<file path="config.mk">
export PLATFORM = sky130hd
export DESIGN_NAME = sim_run_ctrl
export DESIGN_NICKNAME = d
export VERILOG_FILES = /design/src/rtl/sim_pkg.sv /design/src/rtl/sim_rdy_gen.sv /design/src/rtl/sim_run_ctrl.sv
export SDC_FILE = /design/constraint.sdc
export NUM_CORES = 1
export LEC_CHECK = 0
export CORE_ASPECT_RATIO = 1.5
export CORE_MARGIN = 1
export CORE_UTILIZATION = 44
export DETAILED_ROUTE_END_ITERATION = 6
export DONT_BUFFER_PORTS = 1
export PLACE_DENSITY = 0.59
export RECOVER_POWER = 50
export SLEW_MARGIN = 20
export SYNTH_ARGS = -nofsm -noshare
export SYNTH_HDL_FRONTEND = slang
export SYNTH_SLANG_ARGS = --single-unit
</file>
<file path="constraint.sdc">
create_clock -name clk_in -period 2.36 [get_ports clk_in]
set_clock_uncertainty 0.15 [all_clocks]
set_input_delay 0.236 -clock clk_in [delete_from_list [all_inputs] [get_ports clk_in]]
set_output_delay 0.236 -clock clk_in [all_outputs]
set_load 0.01 [all_outputs]
</file>
<file path="src/rtl/sim_pkg.sv">
// sim_pkg: shared constants for the simulation run controller and the I/O decode.
// Holds the state encoding seen on state_out and the default I/O addresses
// for the halt and character-output writes.
package sim_pkg;

  // Encoding visible on sim_run_ctrl.state_out
  localparam logic [1:0] ST_HOLD    = 2'd0;
  localparam logic [1:0] ST_RUN     = 2'd1;
  localparam logic [1:0] ST_DONE    = 2'd2;
  localparam logic [1:0] ST_TIMEOUT = 2'd3;

  typedef enum logic [1:0] {
    S_HOLD    = ST_HOLD,
    S_RUN     = ST_RUN,
    S_DONE    = ST_DONE,
    S_TIMEOUT = ST_TIMEOUT
  } run_state_e;

  // Default I/O map, also used by the memory/I/O decode
  localparam int unsigned HALT_ADDR_DEF = 32'h0003_0004;
  localparam int unsigned CHAR_ADDR_DEF = 32'h0003_0000;

endpackage

</file>
<file path="src/rtl/sim_rdy_gen.sv">
// sim_rdy_gen: periodic ready pattern for the core.
// Ports: clk_in/rst_n_in (clock, async active-low reset), en (the coming cycle
// is a RUN cycle), rdy (registered ready for that cycle).
// PERIOD=0 keeps rdy high whenever enabled; otherwise rdy drops in the last
// phase of every PERIOD-cycle window.
module sim_rdy_gen #(
  parameter int unsigned PERIOD = 0
) (
  input  logic clk_in,
  input  logic rst_n_in,
  input  logic en,
  output logic rdy
);

  localparam int unsigned     PH_W = (PERIOD > 1) ? $clog2(PERIOD) : 1;
  localparam logic [PH_W-1:0] LAST = (PERIOD > 0) ? PH_W'(PERIOD - 1) : '0;

  // phase holds the position of the upcoming RUN cycle inside the window, so
  // the registered rdy already carries the right value on the first RUN cycle.
  logic [PH_W-1:0] phase;

  always_ff @(posedge clk_in or negedge rst_n_in) begin
    if (!rst_n_in) begin
      phase <= '0;
      rdy   <= 1'b0;
    end else if (en) begin
      if (PERIOD == 0) begin
        rdy <= 1'b1;
      end else begin
        rdy   <= (phase != LAST);
        phase <= (phase == LAST) ? '0 : phase + PH_W'(1);
      end
    end else begin
      rdy <= 1'b0;
    end
  end

endmodule

</file>
<file path="src/rtl/sim_run_ctrl.sv">
// sim_run_ctrl: run controller between the simulation top and a core.
// Ports: clk_in, rst_n_in (async active-low); core_rst_out/core_rdy_out drive
// the core; io_wr_in/io_addr_in/io_data_in observe core I/O writes;
// char_valid_out/char_out report character writes; cycle_cnt_out counts
// ready cycles in RUN; done_out/timeout_out are sticky end flags; state_out
// shows HOLD/RUN/DONE/TIMEOUT. All outputs are registered.
module sim_run_ctrl
  import sim_pkg::*;
#(
  parameter int unsigned       ADDR_W     = 18,
  parameter int unsigned       CNT_W      = 32,
  parameter int unsigned       RST_CYCLES = 25,
  parameter int unsigned       MAX_CYCLES = 0,
  parameter int unsigned       RDY_PERIOD = 0,
  parameter logic [ADDR_W-1:0] HALT_ADDR  = ADDR_W'(HALT_ADDR_DEF),
  parameter logic [ADDR_W-1:0] CHAR_ADDR  = ADDR_W'(CHAR_ADDR_DEF)
) (
  input  logic              clk_in,
  input  logic              rst_n_in,
  output logic              core_rst_out,
  output logic              core_rdy_out,
  input  logic              io_wr_in,
  input  logic [ADDR_W-1:0] io_addr_in,
  input  logic [7:0]        io_data_in,
  output logic              char_valid_out,
  output logic [7:0]        char_out,
  output logic [CNT_W-1:0]  cycle_cnt_out,
  output logic              done_out,
  output logic              timeout_out,
  output logic [1:0]        state_out
);

  localparam int unsigned       HOLD_W    = $clog2(RST_CYCLES + 1);
  localparam logic [HOLD_W-1:0] HOLD_LAST = HOLD_W'(RST_CYCLES - 1);

  run_state_e        state_q, state_d;
  logic [HOLD_W-1:0] hold_q;
  logic [CNT_W-1:0]  cnt_q;
  logic [CNT_W-1:0]  cnt_inc;
  logic              active;
  logic              io_acc;
  logic              char_hit;
  logic              halt_hit;
  logic              wd_hit;

  // Ready for the coming cycle depends on whether that cycle is still RUN,
  // so the generator is enabled from the next state.
  sim_rdy_gen #(
    .PERIOD (RDY_PERIOD)
  ) u_rdy_gen (
    .clk_in   (clk_in),
    .rst_n_in (rst_n_in),
    .en       (state_d == S_RUN),
    .rdy      (core_rdy_out)
  );

  always_comb begin
    active   = (state_q == S_RUN) && core_rdy_out;
    cnt_inc  = (&cnt_q) ? cnt_q : cnt_q + CNT_W'(1);
    io_acc   = active && io_wr_in;
    char_hit = io_acc && (io_addr_in == CHAR_ADDR);
    halt_hit = io_acc && (io_addr_in == HALT_ADDR);
    // Expiry is judged on the count including the current ready cycle.
    wd_hit   = (MAX_CYCLES != 0) && active && (cnt_inc == CNT_W'(MAX_CYCLES));

    state_d = state_q;
    case (state_q)
      S_HOLD: begin
        if (hold_q == HOLD_LAST) state_d = S_RUN;
      end
      S_RUN: begin
        // A halt in the expiry cycle takes precedence over the watchdog.
        if (halt_hit)    state_d = S_DONE;
        else if (wd_hit) state_d = S_TIMEOUT;
      end
      default: state_d = state_q;
    endcase
  end

  always_ff @(posedge clk_in or negedge rst_n_in) begin
    if (!rst_n_in) begin
      state_q        <= S_HOLD;
      hold_q         <= '0;
      cnt_q          <= '0;
      core_rst_out   <= 1'b1;
      char_valid_out <= 1'b0;
      char_out       <= 8'h00;
      done_out       <= 1'b0;
      timeout_out    <= 1'b0;
    end else begin
      state_q      <= state_d;
      core_rst_out <= (state_d == S_HOLD);
      if (state_q == S_HOLD) hold_q <= hold_q + HOLD_W'(1);
      if (active)            cnt_q  <= cnt_inc;
      // No character pulse once the run has ended, even from the final cycle.
      char_valid_out <= char_hit && (state_d == S_RUN);
      if (char_hit && (state_d == S_RUN)) char_out <= io_data_in;
      if (state_d == S_DONE)    done_out    <= 1'b1;
      if (state_d == S_TIMEOUT) timeout_out <= 1'b1;
    end
  end

  assign cycle_cnt_out = cnt_q;
  assign state_out     = state_q;

endmodule

</file>
# Word level (Yosys, flattened, before mapping)
# Cells that the tools add are included.
dict set report word_totals {
  ff_bits 52
  latch_bits 0
  ram_bits 0
  rom_bits 0
  out_inout_bits 47
  word_cells 32
  memories 0
}
dict set report classes {
  addsub 2
  mul 0
  div_mod_pow 0
  order_cmp 0
  n_eq_ne 7
  n_shift 0
  muxes 4
  n_bitwise 1
  n_reduce_logical 9
}
# cell count
set ops {}
lappend ops {{18-bit equality test, second input constant} 2}
lappend ops {{32-bit by 1-bit adder with 32-bit output, second input constant} 1}
lappend ops {{32-bit AND reduction} 1}
lappend ops {{5-bit by 1-bit adder with 5-bit output, second input constant} 1}
lappend ops {{5-bit equality test, second input constant} 1}
lappend ops {{1-bit logical AND} 5}
lappend ops {{2-bit by 1-bit equality test with 1-bit output, second input constant} 2}
lappend ops {{2-bit equality test, second input constant} 2}
lappend ops {{2-bit zero test} 2}
lappend ops {{2-bit two-way mux} 2}
lappend ops {{2-bit one-hot mux with 2 select lines} 1}
lappend ops {{2-bit AND reduction} 1}
lappend ops {{1-bit two-way mux} 1}
lappend ops {{1-bit inverter} 1}

# Depth between registers and ports, before layout
dict set report depth {
  ltp_word 8
  mapped_depth 7
  ltp_nobuf 6
}

# By module
# Synthesis repeated with hierarchy kept, for this count alone.
dict set report hier_totals {
  cells_unflattened 200
  hier_area_um2 2333.5
}
# module n_inst cells_each area_per_inst_um2 seq_area_each_um2
set by_module_without_submodules {}
lappend by_module_without_submodules {sim_run_ctrl 1 199 2308.5 1277.5}
lappend by_module_without_submodules {sim_rdy_gen 1 1 25.0 25.0}

# Worst setup path before layout
# No wires, ideal clock.
dict set report synth_timing {
  path_kind {register to register}
  start {register cnt_q[0], in the netlist cycle_cnt_out[0]}
  end {register cnt_q[7], in the netlist cycle_cnt_out[7]}
  setup_ps 126
  arrival_ps 1670
  required_ps 2084
  setup_slack_ps 414
  stages_incl_launch_ff 8
  n_path_buf 1
  synth_period_minus_slack_ps 1946
  path_cell_list {dfrtp_1 > ha_1 > nand2_1 > nor3_1 > a31oi_1 > buf_2 > nand4_1 > xnor2_1}
}
dict set report synth_between {
  elab_chain_len 3
}
# element line
set synth_rtl {}
lappend synth_rtl {{from (decl)} sim_run_ctrl.sv:38} ;# logic [CNT_W-1:0] cnt_q;
lappend synth_rtl {{from (signal assigned)} sim_run_ctrl.sv:94} ;# if (active) cnt_q <= cnt_inc;
lappend synth_rtl {{parallel branches: the longest is 3 deep, another holds 32-bit by 1-bit adder with 32-bit output} --}
# Parallel ways; which one is timed is not known.
# A chain may end at the register's enable or synchronous reset.

# Final worst setup path
dict set report layout_timing {
  start {register cnt_q[14], in the netlist cycle_cnt_out[14]}
  end {register cnt_q[31], in the netlist cycle_cnt_out[31]}
}
# The elaborated chain is that of the path after synthesis.

==> impl_metrics.toml <==
[global_routing]
gr-usage-all-layers_pct = 18.72
grt_pass1_vias = 1810
grt_max_degree = 53
grt_pass1_wl_um = 8707
antenna_found_initial = 0
grt-ovfl-total = 0

[power_and_ir_drop]
p_sw_w = 0.0003144
power_frac_seq_pct = 55.9
p_sw_share_pct = 19.72
leakage_nw = 1.368
p_int_w = 0.001279
combPwrFrac_pct = 2.2
power_density_nw_per_um2 = 552.8
vdd_drop_max_mv = 0.3780
clockPowerShare_pct = 41.9

[synth]
netlist_area_um2 = 2485
yosysWarnings = 0
synth.distinct_cells = 33
syn_nets = 252
syn_inst = 220
ys_ff_latch = 52
synth-seq-area-share_pct = 52.42
syn_avg_cell_area_um2 = 11.29

[floorplan]
rows = 33
core_region_area_um2 = 5450
die_h_um = 94.04
initial_utilization_pct = 45.59
io_pins = 76
dieWidth_um = 63.36
die_area_um2 = 5958

[outcome]
status = "finished, final reports clean"

[clocking]
ctsResizeCount = 0
cts_setup_buffers = 0
clockRootBuffer = "clkbuf_8"
clkTransAtPathRegs_ns = 0.09
clk_latency_ns = 0.30
cts.path.max_buffers = 2
cts_buffers = 5
cts_tree = "done"
cts.sinks = 52
cts_max_level = 2

[final_layout]
area_delta_synth_final_pct = 16.01
mostFrequentLayoutCell = "dfrtp_1"
layout_common_cells = "dfrtp_1, xnor2_1, nor2_1, nand2_1, nand3_1"
nets = 280
num_antenna_cells = 0
drive_above_1_share_pct = 16.87

[critical_path]
crit_required_ns = 2.40
end_kind = "register"
start_kind = "register"
path_class = "reg -> reg"
critical-path-slowest-cell = "dfrtp_1"
crit_family = "simple AND/OR/NAND/NOR gates"
crit_chain = "nand4_2 > or3_4 > nor4_4 > nand4_1 > xnor2_1"
worst-path-max-fanout = 5
arrival_ns = 2.13
cp.buffers_inverters = 0
cp_slowest_stage_delay_ns = 0.50

[routing]
vias_per_cell = 5.455
wl_um = 5047
vias = 1740
detail-route-antenna-nets = 0
drt-pass1-iter-count = 4
drt_iter0_drc = 92
wire_per_inst_um = 15.82
drc = 0

[sta]
tightest_slew_ns = 1.282
fmax_ghz = 0.4791
fin_crit_ns = 2.087
post-route-period-util_pct = 88.43
setup_viol = 0
slew_headroom_pct = 14.55
setup_ws_ns = 0.2729
fin_setup_tns_ns = 0
slew_violations = 0
rsz0062_at_grt = "false"
finalHoldViolations = 0

[placed_design]
place_ws_ns = 0.2970
dpl.hpwl_um = 3727
port_buffers = 0
gp_congestion = 0.8325

[hold_path]
hold_path.class = "in -> reg"

[run]
cap_violations = 0
## final timing paths
check / to / start / slack, ns / cells after the start
setup / recovery: cycle_cnt_out[31] / cycle_cnt_out[14] / 0.27 / 5
min in group asynchronous: cycle_cnt_out[12] / rst_n_in / 0.61 / 2
hold reg to reg: hold_q[4] / hold_q[4] / 0.34 / 1
setup reg to reg: cycle_cnt_out[31] / cycle_cnt_out[14] / 0.27 / 5
hold / removal: char_valid_out / io_addr_in[17] / 0.03 / 3
max in group asynchronous: cycle_cnt_out[4] / rst_n_in / 0.67 / 2
## layer usage
| metal | up-vias | global-route usage (%) | routed length (µm) |
|---|---|---|---|
| li1 | 836 | - | - |
| met1 | 831 | 21.11 | 2040 |
| met2 | 60 | 32.98 | 2601 |
| met3 | 13 | 4.854 | 284 |
| met4 | 0 | 7.765 | 120 |
| met5 | - | 0 | 0 |
## state kept, by name, summed over array words and instances (netlist names)
name            cells
core_rst_out        1
char_valid_out      1
hold_q              5
u_rdy_gen.rdy       1
char_out            8
state_out           2
cycle_cnt_out      32
timeout_out         1
done_out            1
## synth_stat cells
cell type,instances,area share (%)
nor3b_1,1,0.30
nand3_4,1,0.71
a31oi_1,1,0.25
ha_1,3,1.5
nand4_2,2,1.0
o211ai_1,3,0.91
nor4b_1,2,0.71
nor4_4,3,2.6
dfstp_2,1,1.1
nor2b_1,2,0.50
and3b_1,1,0.35
nor2_1,17,2.6
and3_1,9,2.3
or3_4,1,0.45
o21ai_0,2,0.40
nand3_1,17,3.4
a21o_1,2,0.60
nand2_1,17,2.6
xnor2_1,25,8.8
nand4_1,15,3.8
mux2_2,10,4.5
xor2_1,8,2.8
dfrtp_1,51,51
a31o_2,1,0.35
and2_1,2,0.50
nor3_1,6,1.2
buf_2,3,0.60
inv_1,6,0.91
or4_1,1,0.30
nor4_1,4,1.0
nor4_2,1,0.50
nand3b_4,1,0.81
and4_1,1,0.35
## power groups by stage
stage	clock [W]	sequential [W]	combinational [W]
floorplan	0	0.000908	0.00000473
global placement	0	0.000908	0.00000521
detailed placement	0	0.000908	0.00000528
CTS	0.000687	0.000890	0.0000423
global route	0.000720	0.000891	0.0000411
finish	0.000668	0.000890	0.0000354
## final cells by class
type / count / area [µm²]
flip-flops and latches: 52 / 1303
clock inverters: 1 / 30.03
clock buffers: 7 / 96.34
multi-input cells: 159 / 1145
inverters: 6 / 22.52
well taps: 70 / 87.58
fillers: 511 / 2567
repair buffers: 24 / 198.9
## worst register-to-register path, delay by kind of cell, from the launching register on
kind | cells | cell delay, ns
simple gates | 4 | 1.18
flops | 1 | 0.50
xor+xnor | 1 | 0.15
## through the flow
step	cell area (µm²)	std cells	power (W)	hold slack [ns]	utilization [%]
final	2883	319	0.001594	0.03315	52.89
after global routing	2883	319	0.001652	0.04727	52.89
after CTS	2909	319	0.001620	0.03045	53.37
after detailed placement	2655	300	0.0009134	-0.2083	48.71
after global placement	2655	300	0.0009133	-0.2083	48.71
after floorplan	2485	220	0.0009129	-0.2096	-
## cell families after synthesis
| kind of cell | Yosys count | synth area share (%) |
|---|---|---|
| AOI/OAI and AO/OA | 9 | 2.518 |
| DFF | 52 | 52.42 |
| muxes | 10 | 4.532 |
| and+or+nand+nor | 104 | 25.88 |
| adders and majority gates | 3 | 1.511 |
| xor gates and xnor gates | 33 | 11.63 |
| buffers and inverters | 9 | 1.510 |
## timing repair
item                                   in CTS  in global routing
setup endpoints to repair                   0                  0
endpoints found under the hold margin      62                  0
hold buffers                               11                  0
Note: power is estimated with default switching activity, not from simulation.
